--- config.mk ---
export PLATFORM = sky130hd
export DESIGN_NAME = plab4_net_router_output_credit_sched
export DESIGN_NICKNAME = d
export VERILOG_FILES = /design/src/rtl/plab4_net_router_output_credit_sched.sv
export SDC_FILE = /design/constraint.sdc
export NUM_CORES = 1
export LEC_CHECK = 0
export ABC_AREA = 1
export CAP_MARGIN = 0
export CORE_AREA = 2 2 39 41
export CTS_CLUSTER_DIAMETER = 100
export CTS_CLUSTER_SIZE = 16
export DETAILED_ROUTE_END_ITERATION = 8
export DIE_AREA = 0 0 41 43
export GPL_TIMING_DRIVEN = 0
export PLACE_DENSITY = 0.77
export SETUP_SLACK_MARGIN = 0.3
export SLEW_MARGIN = 20
export SYNTH_ARGS = -nofsm -noshare
export SYNTH_HDL_FRONTEND = slang
export SYNTH_SLANG_ARGS = --single-unit
--- constraint.sdc ---
create_clock -name clk -period 2.7 [get_ports clk]
set_clock_uncertainty 0.1 [all_clocks]
set_input_delay 0.27 -clock clk [delete_from_list [all_inputs] [get_ports clk]]
set_output_delay 0.27 -clock clk [all_outputs]
set_load 0.01 [all_outputs]
--- src/rtl/plab4_net_router_output_credit_sched.sv ---
// Output-port scheduler: round-robin grant over three requesters, gated by a
// downstream credit count. Optional epoch partitioning via PLAB4_NET_OUTPUT_SCHED_EPOCH_EN.
module plab4_net_router_output_credit_sched #(
    parameter int p_num_free_nbits = 3,
    parameter int p_max_credits    = 4,
    parameter int p_epoch_len      = 8
) (
    input  logic                        clk,
    input  logic                        reset,
    input  logic [2:0]                  reqs,
    input  logic [2:0]                  req_domain,
    output logic [2:0]                  grants,
    output logic                        out_val,
    input  logic                        out_rdy,
    input  logic                        credit_ret,
    output logic [p_num_free_nbits-1:0] num_free,
    output logic                        cur_domain
);

    localparam logic [p_num_free_nbits-1:0] MAX_CRED = p_num_free_nbits'(p_max_credits);

    logic [1:0]                  r_ptr;
    logic [p_num_free_nbits-1:0] r_num_free;
    logic [2:0]                  w_elig;
    logic [3:0]                  w_elig_pad;
    logic [2:0]                  w_grants;
    logic [1:0]                  w_win;
    logic [1:0]                  w_idx;
    logic                        w_found;
    logic                        w_can_send;
    logic                        w_fire;

`ifdef PLAB4_NET_OUTPUT_SCHED_EPOCH_EN
    localparam int EC_W = (p_epoch_len > 1) ? $clog2(p_epoch_len) : 1;

    logic [EC_W-1:0] r_ec;
    logic            r_cur_domain;

    // Epoch advances every cycle regardless of traffic so timing never leaks across domains
    always_ff @(posedge clk or posedge reset) begin
        if (reset) begin
            r_ec         <= '0;
            r_cur_domain <= 1'b0;
        end else if (r_ec == EC_W'(p_epoch_len - 1)) begin
            r_ec         <= '0;
            r_cur_domain <= ~r_cur_domain;
        end else begin
            r_ec <= r_ec + 1'b1;
        end
    end

    assign w_elig     = reqs & ~(req_domain ^ {3{r_cur_domain}});
    assign cur_domain = r_cur_domain;
`else
    logic w_unused_domain;

    assign w_unused_domain = ^req_domain;
    assign w_elig          = reqs;
    assign cur_domain      = 1'b0;
`endif

    assign w_elig_pad = {1'b0, w_elig};

    // First eligible index at or after ptr, wrapping 2 -> 0
    always_comb begin
        w_found = 1'b0;
        w_win   = 2'd0;
        w_idx   = r_ptr;
        for (int k = 0; k < 3; k++) begin
            if (!w_found && w_elig_pad[w_idx]) begin
                w_found = 1'b1;
                w_win   = w_idx;
            end
            w_idx = (w_idx == 2'd2) ? 2'd0 : w_idx + 2'd1;
        end
    end

    assign w_can_send = out_rdy & (r_num_free != '0);
    assign w_grants   = (!reset && w_can_send && w_found) ? (3'b001 << w_win) : 3'b000;
    assign w_fire     = |w_grants;

    always_ff @(posedge clk or posedge reset) begin
        if (reset) begin
            r_ptr <= 2'd0;
        end else if (w_fire) begin
            r_ptr <= (w_win == 2'd2) ? 2'd0 : w_win + 2'd1;
        end
    end

    // Returns arriving at full credit with no fire are dropped (saturation)
    always_ff @(posedge clk or posedge reset) begin
        if (reset) begin
            r_num_free <= MAX_CRED;
        end else if (w_fire && !credit_ret) begin
            r_num_free <= r_num_free - 1'b1;
        end else if (!w_fire && credit_ret && (r_num_free != MAX_CRED)) begin
            r_num_free <= r_num_free + 1'b1;
        end
    end

    assign grants   = w_grants;
    assign out_val  = w_fire;
    assign num_free = r_num_free;

endmodule

==> qor.csv <==
stage;metric;value;unit
timing;period_share;82.6;%
worst_setup_path;cp_slowest_stage_delay;0.52;ns
power_and_ir_drop;p_switching;0.349;mW
yosys;synthArstFlopShare;100;%
global_route;antenna_found_initial;0;
yosys;yosysMostFrequentCell;nand2_1;
timing;rsz0062_at_grt;no;
global_route;grt_max_degree;9;
yosys;ys_warn_count;0;
yosys;syn_inst;74;
worst_setup_path;critPathKind;reg2out;
layout;syn_to_final_growth;37.4;%
floorplan;io_pins;18;
clock_tree;cts.path.max_buffers;2;
worst_setup_path;crit_arrival;1.86;ns
timing;whs;0.117;ns
power_and_ir_drop;seqPwrFrac;22.2;%
clock_tree;cts_made_buffers;3;
floorplan;fp-row-count;14;
yosys;synth_top_cell_area_share;19.0;%
power_and_ir_drop;powerDensity;1010;nW/um^2
timing;min_period;2.23;ns
yosys;ys.flop_type;dfrtp_1;
global_route;grt_pass1_wl;1790;um
place;port_buffers;13;
power_and_ir_drop;pwr-share-clk;12.0;%
timing;setup_slack;0.470;ns
clock_tree;root_buffer;clkbuf_4;
clock_tree;worstSkewPairLatency;0.24;ns
floorplan;die-area;1760;um^2
detailed_routing;wl;1050;um
yosys;post-synth-top-area-cell;dfrtp_1;
detailed_routing;vias_per_cell;4.58;
layout;post-route-util;52.2;%
layout;stdcell_count;107;
clock_tree;h-tree-depth;1;
detailed_routing;dr.first_iter.drc_count;7;
layout;stdcell_area;722;um^2
run;cap_violations;0;
yosys;yosysUniqueCellTypes;22;
floorplan;core;1380;um^2
timing;setup_viol;0;
yosys;synth_commonest_cells;nand2_1, inv_1, nand3_2;
detailed_routing;avgRoutedWirePerCell;9.81;um
clock_tree;cts_tree;built;
global_route;grt_use_total;14.8;%
clock_tree;cts.sinks;5;
detailed_routing;first_pass_iters;6;
layout;fin_nets;103;
worst_setup_path;worst-path-buf-inv;3;
worst_setup_path;worstPathRequired;2.33;ns
power_and_ir_drop;internal_power;0.379;mW
timing;max_freq;448;MHz
clock_tree;hold_buffers;0;
place;dp.cells;103;
yosys;synth-seq-area-share;24.0;%
detailed_routing;via_count;490;
layout;drive_above_1_share;27.5;%
yosys;synth_area_leaders;dfrtp_1, nand2_1, inv_1;
place;placed_area;676;um^2
hold_path;hold_path_class;in2async;
clock_tree;path_clk_slew;0.05;ns
yosys;ys_ff_latch;5;
yosys;syn_area;526;um^2
global_route;grt_pass1_vias;463;
power_and_ir_drop;ir_worst_vdd;0.569;mV
power_and_ir_drop;leakagePower;0.402;nW
yosys;syn-num-nets;85;
timing;hold_viol_final;0;
power_and_ir_drop;swShare;47.9;%
power_and_ir_drop;finalPower;0.728;mW
worst_setup_path;path_cells;buf_6 -> nor2_4 -> nand2_1 -> nand2_2 -> nor2_4 -> nand3_2 -> nand2_4 -> inv_2 -> clkdlybuf4s50_1;
floorplan;fp.dieW;41;um
place;pre_cts_ws;0.116;ns
detailed_routing;antenna_left;0;
yosys;avgSynthCellArea;7.10;um^2
timing;drv_slew;0;
timing;setup_tns;0;ns
yosys;synth_enable_flop_cells;0;
worst_setup_path;cp_top_family;buffers and inverters;
worst_setup_path;cp_max_fo;8;
global_route;grt_overflow;0;
worst_setup_path;crit_slowest_cell;clkdlybuf4s50_1;
worst_setup_path;endpoint_kind;output pin;
floorplan;dieHeight;43;um
detailed_routing;drc;0;
worst_setup_path;cp_common_cell;nor2_4;
power_and_ir_drop;pwr-share-comb;65.8;%
floorplan;start_util;38.0;%
layout;antenna-diode-count;0;
worst_setup_path;startpoint_type;flip-flop;
place;routabilityCongestion;0.674;
place;place.detailed.hpwl;830;um
run_status;status;completed;
-- layout by cell type (no fill, tap or decap) --
master           count
buf_4                1
dlygate4sd2_1        1
xor2_2               1
clkdlybuf4s50_1     10
buf_6                1
fa_1                 1
nand2_1             20
nor3b_1              1
dfrtp_1              3
inv_2                3
nor2_1               4
nand2_4              3
inv_1               13
nand3_2              5
conb_1               1
dfstp_2              1
nand3_1              4
nor2_4               2
clkbuf_4             3
o21ai_1              2
nand2_2              2
o31ai_1              1
a31oi_1              1
nor2_2               1
clkbuf_1             1
dfrtp_2              1
dlymetal6s2s_1       2
a31oi_4              1
o211ai_1             1
-- cell families (layout without fill, tap and decap cells) --
| kind of cell | after synthesis | after routing | synth area share, % |
|---|---|---|---|
| AOI/OAI and AO/OA | 6 | 6 | 7.14 |
| xor gates and xnor gates | 1 | 1 | 3.10 |
| adders and majority gates | 1 | 1 | 3.81 |
| buffers and inverters | 18 | 35 | 15.0 |
| DFF | 5 | 5 | 24.0 |
| other | 1 | 1 | 0.714 |
| and+or+nand+nor | 42 | 42 | 46.2 |
-- cell type report --
class | count | area [um^2]
fill | 135 | 662
multi-input combinational | 51 | 335
timing repair buffer | 13 | 134
sequential | 5 | 128
inverter | 16 | 60.1
clock buffer | 4 | 26.3
tap | 16 | 20.0
buffer | 2 | 18.8
-- per-layer routing --
metal	global-route usage, %	part of all wire, %
met3	5.24	6.3
met2	25.3	50
met4	2.00	0
met5	0	0
met1	17.3	44
-- flip-flops by register name, summed over array words and instances, names as in the netlist --
| name | flops |
|---|---|
| num_free | 3 |
| r_ptr | 2 |
-- final timing paths --
kind	start	cells past startpoint	slack (ns)	endpoint
worst max-delay path	r_ptr[0]	9	0.47	out_val
worst min-delay path	reset	2	0.12	r_ptr[0]
worst max register to register	r_ptr[0]	15	0.65	num_free[2]
worst min register to register	num_free[0]	1	0.43	num_free[0]
max in group asynchronous	reset	2	2.17	num_free[2]
min in group clk	num_free[0]	1	0.43	num_free[0]
-- power by group through the flow --
stage	registers [mW]	clock network [mW]	logic, mW
2_1_floorplan	0.165	0	0.326
3_3_place_gp	0.157	0	0.457
3_5_place_dp	0.160	0	0.468
4_1_cts	0.160	0.0902	0.483
5_1_grt	0.166	0.0965	0.537
6_report	0.162	0.0875	0.479
-- what timing repair did --
action	in CTS	in global routing
setup endpoints to repair	4	2
cloned	0	0
pin swaps	0	0
setup buffers	0	0
resized for setup	5	2
Note: power is estimated with default switching activity, not from simulation.
